==> config.mk <==
export PLATFORM = sky130hd
export DESIGN_NAME = led_scanner
export DESIGN_NICKNAME = d
export VERILOG_FILES = /design/src/rtl/led_scanner.sv
export SDC_FILE = /design/constraint.sdc
export NUM_CORES = 1
export LEC_CHECK = 0
export ABC_AREA = 1
export BUFFER_PORTS_ARGS = -buffer_cell sky130_fd_sc_hd__buf_2
export CELL_PAD_IN_SITES_DETAIL_PLACEMENT = 1
export CELL_PAD_IN_SITES_GLOBAL_PLACEMENT = 2
export CORE_ASPECT_RATIO = 1.1
export CORE_MARGIN = 5
export CORE_UTILIZATION = 29
export CTS_CLUSTER_DIAMETER = 50
export DETAILED_ROUTE_END_ITERATION = 6
export PLACE_DENSITY_LB_ADDON = 0.1
export SLEW_MARGIN = 20
export SYNTH_ARGS = -nofsm -noshare
export SYNTH_HDL_FRONTEND = slang
export SYNTH_SLANG_ARGS = --single-unit
export TNS_END_PERCENT = 5
==> constraint.sdc <==
create_clock -name clk -period 3.06 [get_ports clk]
set_input_delay 0.612 -clock clk [delete_from_list [all_inputs] [get_ports clk]]
set_output_delay 0.612 -clock clk [all_outputs]
set_load 0.1 [all_outputs]
==> src/rtl/led_scanner.sv <==
// LED pattern scanner: steps a pattern register on every toggle of the blink bit.
// Modes are hold, rotate left, rotate right, and bounce. Applied steps are counted.
module led_scanner #(
   parameter int WIDTH = 8
) (
   input  logic             clk,
   input  logic             rst,
   input  logic             B_in,
   input  logic [1:0]       mode,
   input  logic             pause,
   input  logic             load,
   input  logic [WIDTH-1:0] load_val,
   output logic [WIDTH-1:0] led,
   output logic             dir,
   output logic [7:0]       step_count
);

   typedef enum logic [1:0] {
      MODE_HOLD   = 2'b00,
      MODE_ROT_L  = 2'b01,
      MODE_ROT_R  = 2'b10,
      MODE_BOUNCE = 2'b11
   } mode_e;

   typedef enum logic {
      DIR_LEFT  = 1'b0,
      DIR_RIGHT = 1'b1
   } dir_e;

   localparam logic [WIDTH-1:0] LED_ONE = {{(WIDTH-1){1'b0}}, 1'b1};

   logic             b_prev_q, b_prev_d;
   logic [WIDTH-1:0] led_q, led_d;
   dir_e             dir_q, dir_d;
   logic [7:0]       cnt_q, cnt_d;

   logic             tick;
   logic             step;
   mode_e            mode_sel;
   logic [WIDTH-1:0] rot_l, rot_r, shl, shr;

   // Neighbour wiring for the rotate and zero-filled shift variants.
   genvar gi;
   generate
      for (gi = 0; gi < WIDTH; gi++) begin : g_shift
         if (gi == 0) begin : g_lsb
            assign rot_l[gi] = led_q[WIDTH-1];
            assign shl[gi]   = 1'b0;
         end else begin : g_lsb_n
            assign rot_l[gi] = led_q[gi-1];
            assign shl[gi]   = led_q[gi-1];
         end
         if (gi == WIDTH-1) begin : g_msb
            assign rot_r[gi] = led_q[0];
            assign shr[gi]   = 1'b0;
         end else begin : g_msb_n
            assign rot_r[gi] = led_q[gi+1];
            assign shr[gi]   = led_q[gi+1];
         end
      end
   endgenerate

   assign mode_sel = mode_e'(mode);
   assign tick     = B_in ^ b_prev_q;
   assign step     = tick & ~pause & ~load & (mode_sel != MODE_HOLD);

   always_comb begin
      b_prev_d = B_in;
      led_d    = led_q;
      dir_d    = dir_q;
      cnt_d    = cnt_q;
      if (load) begin
         led_d = load_val;
      end else if (step) begin
         cnt_d = cnt_q + 8'd1;
         if (led_q == '0) begin
            led_d = LED_ONE;
         end else begin
            case (mode_sel)
               MODE_ROT_L: led_d = rot_l;
               MODE_ROT_R: led_d = rot_r;
               MODE_BOUNCE: begin
                  if (dir_q == DIR_LEFT) begin
                     if (led_q[WIDTH-1]) begin
                        dir_d = DIR_RIGHT;
                        led_d = shr;
                     end else begin
                        led_d = shl;
                     end
                  end else begin
                     if (led_q[0]) begin
                        dir_d = DIR_LEFT;
                        led_d = shl;
                     end else begin
                        led_d = shr;
                     end
                  end
               end
               default: led_d = led_q;
            endcase
         end
      end
   end

   // Reset still samples B_in so the first cycle after release sees no tick.
   always_ff @(posedge clk) begin
      if (rst) begin
         b_prev_q <= B_in;
         led_q    <= LED_ONE;
         dir_q    <= DIR_LEFT;
         cnt_q    <= 8'd0;
      end else begin
         b_prev_q <= b_prev_d;
         led_q    <= led_d;
         dir_q    <= dir_d;
         cnt_q    <= cnt_d;
      end
   end

   assign led        = led_q;
   assign dir        = dir_q;
   assign step_count = cnt_q;

endmodule

### Word level (Yosys, flattened, before mapping)

Index checks and enable logic that the tools add are counted.

* add/sub/neg operators: 1
* bitwise gates (word level): 7
* multiplexer cells: 10
* equal/unequal tests: 3
* reduce and logical (&&, ||, !) cells: 7

Operators by type and width (count)
* $mux W8: 6
* $pmux W8 S3: 1
* $add A8 B1 Y8 const B: 1
* $logic_not A8 Y1: 1
* $reduce_bool A5 Y1: 1
* $eq A2 B2 Y1 const B: 2
* $reduce_and A2 Y1: 2
* $reduce_and A4 Y1: 1
* $reduce_bool A2 Y1: 2
* $and A1 B1 Y1: 3
* $mux W1: 3
* $not A1 Y1: 3
* $eq A2 B1 Y1 const B: 1
* $xor A1 B1 Y1: 1

* logic and storage cells: 32
* output and inout port bits: 17
* input port bits: 15
* bits in registers: 18

### Depth between registers and ports, before layout

Gate-level depths: netlist (run 1).

* depth in word-level cells: 6
* mapped depth: 9

### Worst setup path before layout (run 1)

OpenSTA, ideal clock, no wires.

* path kind: reg2reg
* from: register led_q[7], in the netlist led[7]
* to: register led_q[7], in the netlist led[7]
* clock period less this slack: 1.924 ns
* data arrival time: 1.812 ns
* setup slack: 1.136 ns
* cell stages (with the launch flop): 10
* setup time: 0.112 ns
* required time: 2.948 ns
* path through: dfxtp_1 > inv_1 > nand2_1 > nor2_1 > nand2_1 > nand3_2 > nand2_4 > nand2_1 > nand2_1 > nor2_1

* longest elaborated chain between the ends: 6

RTL lines
* start, declared: line 33 `logic [WIDTH-1:0] led_q, led_d;`
* start signal, assigned: line 114 `led_q <= led_d;`
* $mux W8: line 84 `if (led_q[WIDTH-1]) begin`
* $mux W8: line 83 `if (dir_q == DIR_LEFT) begin`
* $pmux W8 S3: line 79 `case (mode_sel)`
* $mux W8: line 76 `if (led_q == '0) begin`
* $mux W8: line 74 `end else if (step) begin`
* $mux W8: line 72 `if (load) begin`

Parallel ways exist; a longest one is shown, timed or not. The select of a mux whose other input is x is not followed.
A chain may end at the register's enable or synchronous reset.

### Worst setup path in the final report (run 1)

* from: register dir_q, in the netlist dir
* to: output port dir

RTL lines
* start, declared: line 34 `dir_e dir_q, dir_d;`
* start signal, assigned: line 115 `dir_q <= dir_d;`
* end, declared: line 14 `output logic dir,`

No word-level cell between the ends.

==> flow_metrics.tcl, run 1 <==
set metrics [dict create \
    r2r_start "led[7]" \
    status "finished, final reports clean" \
    pwr_density_cell_nw_per_um2 479 \
    r2r_end "led[0]" \
    end_kind "primary output" \
    cp_slowest_cell "buf_2" \
    finalSetupViolations 0 \
    ant_nets 0 \
    fillers 558 \
    rsz0062_at_grt "no" \
    peakVddDrop_mv 0.251 \
    period_needed_ns 1.82 \
    grt_max_degree 18 \
    min-delay-start "B_in" \
    clock-sinks 18 \
    final_common_cell "nand2_1" \
    timing.critical_path.buf_inv 1 \
    io_pins 32 \
    gp_congestion 0.832 \
    hold_end "b_prev_q" \
    synthToLayoutAreaGrowth_pct 21.3 \
    rr_worst_depth 8 \
    htree_num_levels 1 \
    grt_pass1_wl_um 6640 \
    start_util_pct 29.9 \
    portBuffers 31 \
    wl_per_cell_um 14.6 \
    p_leak_nw 0.722 \
    hold_path_class "input pin to flip-flop" \
    die_x_um 70.9 \
    dpl.hpwl_um 3120 \
    ys_seq_elements 18 \
    first_global_vias 1428 \
    slowest_delay_ns 0.48 \
    setup-tns-final_ns 0 \
    die_h_um 77.0 \
    rrSetupSlack_ns 1.57 \
    path_cells "buf_2" \
    core_um2 3960 \
    drtIter0Drc 81 \
    drv_cap 0 \
    drt-total-wl_um 3930 \
    drtPass1Iterations 4 \
    antenna_found_initial 0 \
    multi_input_area_um2 723 \
    remaining_drc_errors 0 \
    yosys_warnings 0 \
    critPathArrivalTime_ns 1.21 \
    grt-ovfl-total 0 \
    whs_ns 0.474 \
    synth_cell_type_count 20 \
    final_cell_mix "nand2_1 (47), buf_2 (31), nor2_1 (30)" \
    clk_pin_slew_ns 0.08 \
    diodes 0 \
    period_share_pct 59.6 \
    cts.path.max_buffers 2 \
    post_cts_buffers 0 \
    critPathKind "flip-flop to primary output" \
    ff_latch_area_um2 360 \
    row_count 24 \
    cts_tree "done" \
    synth_nets 206 \
    cts_hold_buf 0 \
    slew_viol_final 0 \
    crit_family "buffers and inverters" \
    max_freq_mhz 548 \
    root_buffer "clkbuf_8" \
    syn_avg_cell_area_um2 6.37 \
    finClkSkew_ns 0.00257 \
    viasPerCell 4.93 \
    cts_buffers 3 \
    required_ns 2.45 \
    grt_use_total_pct 15.0 \
    worstMarginPinSlew_ns 0.492 \
    yosysSeqAreaShare_pct 30.4 \
    slew_headroom_pct 67.4 \
    via_count 1331 \
    cts_resized 0 \
    worstPathMaxFanout 8 \
    syn_area_um2 1180 \
    hold_depth 1 \
    num-nets-final 239 \
    drive_above_1_share_pct 18.3 \
    hold_violations 0 \
    clk_latency_ns 0.26 \
    fp.dieArea_um2 5470 \
    postSynthCellCount 186 \
    crit_path_start_kind "flip-flop" \
]
## Yosys cell counts
master	number	area [um^2]
a21oi_1	16	80.1
clkbuf_1	1	3.75
xnor2_1	1	8.76
nand2_1	47	176
dfxtp_1	18	360
ha_1	5	62.6
buf_6	1	11.3
and3_1	1	6.26
nor3_4	1	16.3
nand4_1	10	62.6
nor2_1	30	113
buf_4	1	7.51
nand2_4	3	33.8
o21a_1	1	7.51
nand3_1	20	100
xor2_1	1	8.76
nand3_2	1	10.0
a21boi_0	1	7.51
o21ai_0	6	30.0
inv_1	21	78.8
## where the power goes
group,internal [mW],switching [mW],leakage (nW)
registers,0.247,0.0154,0.147
clock network,0.114,0.0892,0.0288
logic,0.0497,0.172,0.546
## registers in the layout, summed over array words and instances (netlist names)
signal      count
step_count      8
dir             1
b_prev_q        1
led             8
## through the flow
stage          util, %  setup slack, ns  instance area [um^2]  std cells  power (mW)
6_report          36.3             1.24                  1440        270       0.688
5_1_grt           36.3             1.09                  1440        270       0.728
4_1_cts           36.3             1.24                  1440        270       0.701
3_5_place_dp      34.9             1.01                  1380        266       0.494
3_3_place_gp      34.9             1.11                  1380        266       0.489
2_1_floorplan        -             1.14                  1180        186       0.441
## logic make-up (layout without fill, tap and decap cells)
logic type	after synthesis	count (layout)	synth area share, %
AOI/OAI and AO/OA	24	24	10.6
DFF	18	18	30.4
buffers and inverters	24	56	8.55
and+or+nand+nor	113	113	43.7
xor gates and xnor gates	2	2	1.48
adders and majority gates	5	5	5.28
## layout make-up
| cell class | count | share of cell area, % |
|---|---|---|
| Multi-Input combinational cell | 144 | 50.3 |
| Sequential cell | 18 | 25.1 |
| Timing Repair Buffer | 31 | 10.8 |
| Inverter | 21 | 5.48 |
| Tap cell | 52 | 4.53 |
| Clock buffer | 4 | 3.83 |
## worst max path at each step
| stage | slack, ns | endpoint | startpoint | cells past startpoint |
|---|---|---|---|---|
| finish | 1.24 | dir | dir | 1 |
| global route | 1.09 | led[7] | mode[0] | 10 |
| CTS | 1.24 | dir | dir | 1 |
| detailed placement | 1.01 | led[7] | mode[0] | 10 |
| global placement | 1.11 | led[7] | mode[0] | 10 |
| floorplan | 1.14 | led[7] | led[7] | 9 |
## layer usage
layer  GRT usage, %  wire, um
met1           15.6      1510
met2           29.4      2170
met3           3.01       166
met4           4.51        85
met5              0         0
(Power assumes the default switching activity.)
==> inputs of run 2 (changes only) <==
--- a/config.mk
+++ b/config.mk
@@ -5,13 +5,13 @@
 export SDC_FILE = /design/constraint.sdc
 export NUM_CORES = 1
 export LEC_CHECK = 0
-export ABC_AREA = 1
+export ABC_AREA = 0
 export BUFFER_PORTS_ARGS = -buffer_cell sky130_fd_sc_hd__buf_2
 export CELL_PAD_IN_SITES_DETAIL_PLACEMENT = 1
 export CELL_PAD_IN_SITES_GLOBAL_PLACEMENT = 2
 export CORE_ASPECT_RATIO = 1.1
 export CORE_MARGIN = 5
-export CORE_UTILIZATION = 29
+export CORE_UTILIZATION = 26
 export CTS_CLUSTER_DIAMETER = 50
 export DETAILED_ROUTE_END_ITERATION = 6
 export PLACE_DENSITY_LB_ADDON = 0.1
==> constraint.sdc (replaced) <==
create_clock -name clk -period 1.6 [get_ports clk]
set_input_delay 0.32 -clock clk [delete_from_list [all_inputs] [get_ports clk]]
set_output_delay 0.32 -clock clk [all_outputs]
set_load 0.1 [all_outputs]
==> flow_metrics.tcl, run 2 <==
set metrics [dict create \
    end_kind "flip-flop" \
    synth_edf_count 0 \
    max_freq_mhz 580 \
    drv_cap 0 \
    peakVddDrop_mv 0.417 \
    synth_common_cells "dfxtp_1 (18), nor2_1 (14), nand2_1 (7)" \
    slew_headroom_pct 67.6 \
    via_count 1139 \
    cts_buffers 3 \
    synth_nets 142 \
    clk_pin_slew_ns 0.08 \
    hold_path_class "input pin to flip-flop" \
    ant_nets 0 \
    row_count 24 \
    crit_path_start_kind "flip-flop" \
    die_h_um 76.5 \
    clock-sinks 18 \
    syn_avg_cell_area_um2 8.56 \
    htree_num_levels 1 \
    period_share_pct 108 \
    drive_above_1_share_pct 49.1 \
    postSynthCellCount 122 \
    io_pins 32 \
    finalSetupViolations 9 \
    worst_slack_ns -0.125 \
    grt_use_total_pct 12.9 \
    antenna_found_initial 0 \
    grt_max_degree 18 \
    required_ns 1.78 \
    worstMarginPinSlew_ns 0.490 \
    cts_tree "done" \
    post_cts_buffers 0 \
    pwr_density_cell_nw_per_um2 855 \
    wl_per_cell_um 15.4 \
    rr_worst_depth 6 \
    period_needed_ns 1.72 \
    synth_top_area_cell "dfxtp_1" \
    violations "setup timing" \
    core_um2 3930 \
    rsz0062_at_grt "yes" \
    final_cell_mix "buf_2 (31), buf_4 (23), nor2_1 (14)" \
    dpl.hpwl_um 2700 \
    drtPass1Iterations 2 \
    root_buffer "clkbuf_8" \
    gp_congestion 0.747 \
    finalPower_mw 1.33 \
    async_flop_share_pct 0 \
    cts.path.max_buffers 2 \
    grt-ovfl-total 0 \
    finClkSkew_ns 0.00919 \
    syn_area_um2 1040 \
    yosys_warnings 0 \
    ys_seq_elements 18 \
    grt_pass1_wl_um 5610 \
    drt-total-wl_um 3500 \
    slew_viol_final 0 \
    hold_depth 1 \
    synthTopCellsByArea "dfxtp_1 (34%), ha_1 (6.0%), nor2_1 (5.0%)" \
    fp.dieArea_um2 5390 \
    p_leak_nw 0.681 \
    critPathKind "flip-flop to flip-flop" \
    portBuffers 31 \
    yosysTopAreaCellShare_pct 34.5 \
    worstPathMaxFanout 5 \
    yosys.cell_count.top_type "dfxtp_1" \
    drtIter0Drc 60 \
    fillers 488 \
    viasPerCell 5.02 \
    hold_violations 0 \
    die_x_um 70.4 \
    synth_cell_type_count 38 \
    critPathArrivalTime_ns 1.90 \
    diodes 0 \
    status "finished, violations left" \
    start_util_pct 26.6 \
    first_global_vias 1200 \
    num-nets-final 196 \
    yosysSeqAreaShare_pct 34.5 \
    setup-tns-final_ns -0.861 \
    remaining_drc_errors 0 \
    clk_latency_ns 0.26 \
    synthToLayoutAreaGrowth_pct 49.3 \
    dominantRegCellSynth "dfxtp_1" \
    final_common_cell "buf_2" \
]
==> run 2: changes by cell type in the layout (fill, tap and decap cells not counted), moves of 8 or more <==
cell and delta:
nand4_1 -8, nand2_1 -40, buf_4 +23, inv_1 -16
dfxtp_1 -13, dfxtp_4 +8, nand3_1 -17, a21oi_1 -11
nor2_1 -16
==> run 2: metrics by stage <==
| step | worst slack, ns | std cells | hold WS [ns] | util, % | area, um^2 |
|---|---|---|---|---|---|
| final | -0.125 | 227 | 0.191 | 39.7 | 1560 |
| after global routing | -0.168 | 227 | 0.187 | 39.7 | 1560 |
| after CTS | -0.113 | 226 | 0.187 | 38.5 | 1510 |
| after detailed placement | -0.310 | 222 | 0.452 | 37.0 | 1460 |
| after global placement | -0.259 | 222 | 0.449 | 37.0 | 1460 |
| after floorplan | -0.133 | 122 | 0.348 | - | 1090 |
==> run 2: power breakdown <==
group / switching [mW] / internal [mW] / leakage [nW]
clock: 0.164 / 0.177 / 0.0228
combinational: 0.335 / 0.164 / 0.504
sequential: 0.0193 / 0.473 / 0.154
total: 0.519 / 0.815 / 0.681
==> run 2: layer usage <==
metal / wire (um) / GRT usage, % / up-vias / share of wire, %
met5: 0 / 0 / - / 0
li1: - / - / 553 / -
met1: 1470 / 14.1 / 563 / 42
met2: 1880 / 24.9 / 19 / 54
met3: 112 / 2.90 / 4 / 3.2
met4: 24 / 2.30 / 0 / 0.69
==> run 2: layout make-up <==
class                           instances  area, um^2  area share (%)
Clock buffer                            4        45.0            2.89
Inverter                                5        18.8            1.20
Multi-Input combinational cell         94         707            45.3
Sequential cell                        18         397            25.4
Tap cell                               52        65.1            4.17
Timing Repair Buffer                   54         328            21.0
==> run 2: critical path, stage by stage (launching register included) <==
cell and delay [ns]:
dfxtp_4 0.37, or4_4 0.53, nor2_4 0.24, o22a_4 0.23, buf_4 0.12, nor2_1 0.03
nor3_1 0.12
==> run 2: kinds of logic after synthesis <==
| group | share of synthesized area, % |
|---|---|
| AOI/OAI and AO/OA | 22.6 |
| xor gates and xnor gates | 6.71 |
| adders and majority gates | 5.99 |
| buffers and inverters | 4.19 |
| DFF | 34.5 |
| muxes | 0.958 |
| and+or+nand+nor | 25.0 |
==> run 2: repair_timing <==
| item | 4_1_cts | 5_1_grt |
|---|---|---|
| hold endpoints to repair | 0 | 0 |
| gates cloned | 0 | 1 |
| pin swaps | 5 | 6 |
| endpoints found under the setup margin | 9 | 16 |
| hold buffers | 0 | 0 |
| resized for setup | 2 | 6 |
==> run 2: worst paths after layout <==
| path | startpoint | slack [ns] | end |
|---|---|---|---|
| worst min-delay path | B_in | 0.19 | b_prev_q |
| worst max register to register | led[7] | -0.12 | led[4] |
| worst max-delay path | led[7] | -0.12 | led[4] |
| worst min register to register | step_count[7] | 0.52 | step_count[7] |
==> inputs of run 3 (changes only) <==
--- a/config.mk
+++ b/config.mk
@@ -9,7 +9,7 @@
 export BUFFER_PORTS_ARGS = -buffer_cell sky130_fd_sc_hd__buf_2
 export CELL_PAD_IN_SITES_DETAIL_PLACEMENT = 1
 export CELL_PAD_IN_SITES_GLOBAL_PLACEMENT = 2
-export CORE_ASPECT_RATIO = 1.1
+export CORE_ASPECT_RATIO = 1.4
 export CORE_MARGIN = 5
 export CORE_UTILIZATION = 26
 export CTS_CLUSTER_DIAMETER = 50
==> flow_metrics.tcl, run 3 (synthesized netlist as in run 2, its figures left out) <==
set metrics [dict create \
    setup.worst_path.start "led[2]" \
    p_sw_share_pct 37.5 \
    final-instance-count-excl-fill 221 \
    min-delay-start "B_in" \
    dpl.hpwl_um 2720 \
    hold_violations 0 \
    die_h_um 85.0 \
    core_um2 3920 \
    crit_path_start_kind "flip-flop" \
    finClkSkew_ns 0.00231 \
    cts.path.max_buffers 2 \
    fp.dieArea_um2 5400 \
    antenna_found_initial 0 \
    gp_congestion 0.755 \
    drive_above_1_share_pct 51.7 \
    htree_num_levels 1 \
    max_freq_mhz 581 \
    rsz0062_at_grt "yes" \
    cts_tree "done" \
    end_kind "flip-flop" \
    critPathArrivalTime_ns 1.87 \
    seqPwrFrac_pct 35.4 \
    grt-ovfl-total 0 \
    slew_headroom_pct 67.7 \
    wl_per_cell_um 16.1 \
    critPathKind "flip-flop to flip-flop" \
    place_area_um2 1460 \
    clock-sinks 18 \
    worstPathMaxFanout 5 \
    hold_path_class "input pin to flip-flop" \
    clk_pin_slew_ns 0.07 \
    die_x_um 63.6 \
    diodes 0 \
    io_pins 32 \
    pwr_density_cell_nw_per_um2 865 \
    start_util_pct 26.7 \
    finalSetupViolations 10 \
    period_share_pct 108 \
    root_buffer "clkbuf_8" \
    placed_cells 215 \
    finalPower_mw 1.39 \
    whs_ns 0.186 \
    grt_pass1_wl_um 6130 \
    p_int_mw 0.867 \
    slew_viol_final 0 \
    grt_use_total_pct 14.1 \
    period_needed_ns 1.72 \
    place_ws_ns -0.309 \
    first_global_vias 1283 \
    final_area_um2 1600 \
    grt_max_degree 18 \
    via_count 1142 \
    status "finished, violations left" \
    cts_buffers 3 \
    worstMarginPinSlew_ns 0.488 \
    portBuffers 31 \
    remaining_drc_errors 0 \
    drt-total-wl_um 3560 \
    clk_latency_ns 0.25 \
    final_cell_mix "buf_2 (31), buf_4 (25), nor2_1 (14)" \
    drtIter0Drc 33 \
    clockPowerShare_pct 27.3 \
    worst_slack_ns -0.121 \
    drv_cap 0 \
    p_leak_nw 0.708 \
    row_count 27 \
    fillers 481 \
    combinationalPowerShare_pct 37.3 \
    viasPerCell 5.17 \
    violations "setup timing" \
    ant_nets 0 \
    p_switching_mw 0.520 \
    drtPass1Iterations 2 \
    num-nets-final 199 \
    required_ns 1.74 \
    peakVddDrop_mv 0.423 \
    r2r_start "led[2]" \
    synthToLayoutAreaGrowth_pct 53.5 \
    final_common_cell "buf_2" \
]
-- run 3: changes by cell type in the layout (fill, tap and decap cells not counted), sizes merged --
cell / change
buf: +3
-- run 3: final timing paths --
check	end	slack, ns	cells past startpoint
worst max register to register	led[0]	-0.12	4
worst min-delay path	b_prev_q	0.19	1
worst min register to register	step_count[7]	0.52	2
worst max-delay path	led[0]	-0.12	4
-- run 3: power groups by stage --
stage / Sequential, mW / Clock (mW) / Combinational, mW
4_1_cts: 0.492 / 0.396 / 0.510
6_report: 0.491 / 0.379 / 0.517
2_1_floorplan: 0.675 / 0 / 0.161
5_1_grt: 0.495 / 0.426 / 0.553
3_3_place_gp: 0.501 / 0 / 0.481
3_5_place_dp: 0.502 / 0 / 0.486
-- run 3: layer usage --
metal  vias up  global-route usage, %  wire, um  share of wire (%)
met3        11                   2.25       112                3.1
met1       543                   15.3      1400                 39
met2        24                   26.1      1930                 54
met4         0                   6.24       112                3.1
met5         -                      0         0                  0
li1        564                      -         -                  -
-- run 3: layout make-up --
class                           count  area, um^2  area share, %
Multi-Input combinational cell     94         726           45.2
Sequential cell                    18         397           24.7
Timing Repair Buffer               57         354           22.1
Inverter                            5        18.8           1.17
Tap cell                           43        53.8           3.35
Clock buffer                        4        55.1           3.43
-- run 3: per-stage QoR --
| stage | utilization, % | TNS (ns) |
|---|---|---|
| 2_1_floorplan | - | -1.28 |
| 3_3_place_gp | 37.3 | -3.40 |
| 3_5_place_dp | 37.3 | -3.70 |
| 4_1_cts | 40.0 | -0.870 |
| 5_1_grt | 40.9 | -1.49 |
| 6_report | 40.9 | -0.681 |
-- run 3: timing repair --
item                                   4_1_cts  5_1_grt
gates resized for setup                      6        6
buffers inserted                             1        0
setup endpoints to repair                   10       13
gates cloned                                 1        0
endpoints found under the hold margin        0        0
hold buffers                                 0        0
pin swaps                                    6        3
-- run 3: worst max-delay path, stage by stage (launching register included) --
cell	delay, ns
dfxtp_4	0.34
or4_4	0.55
nor2_4	0.23
o22ai_4	0.15
a221o_1	0.33
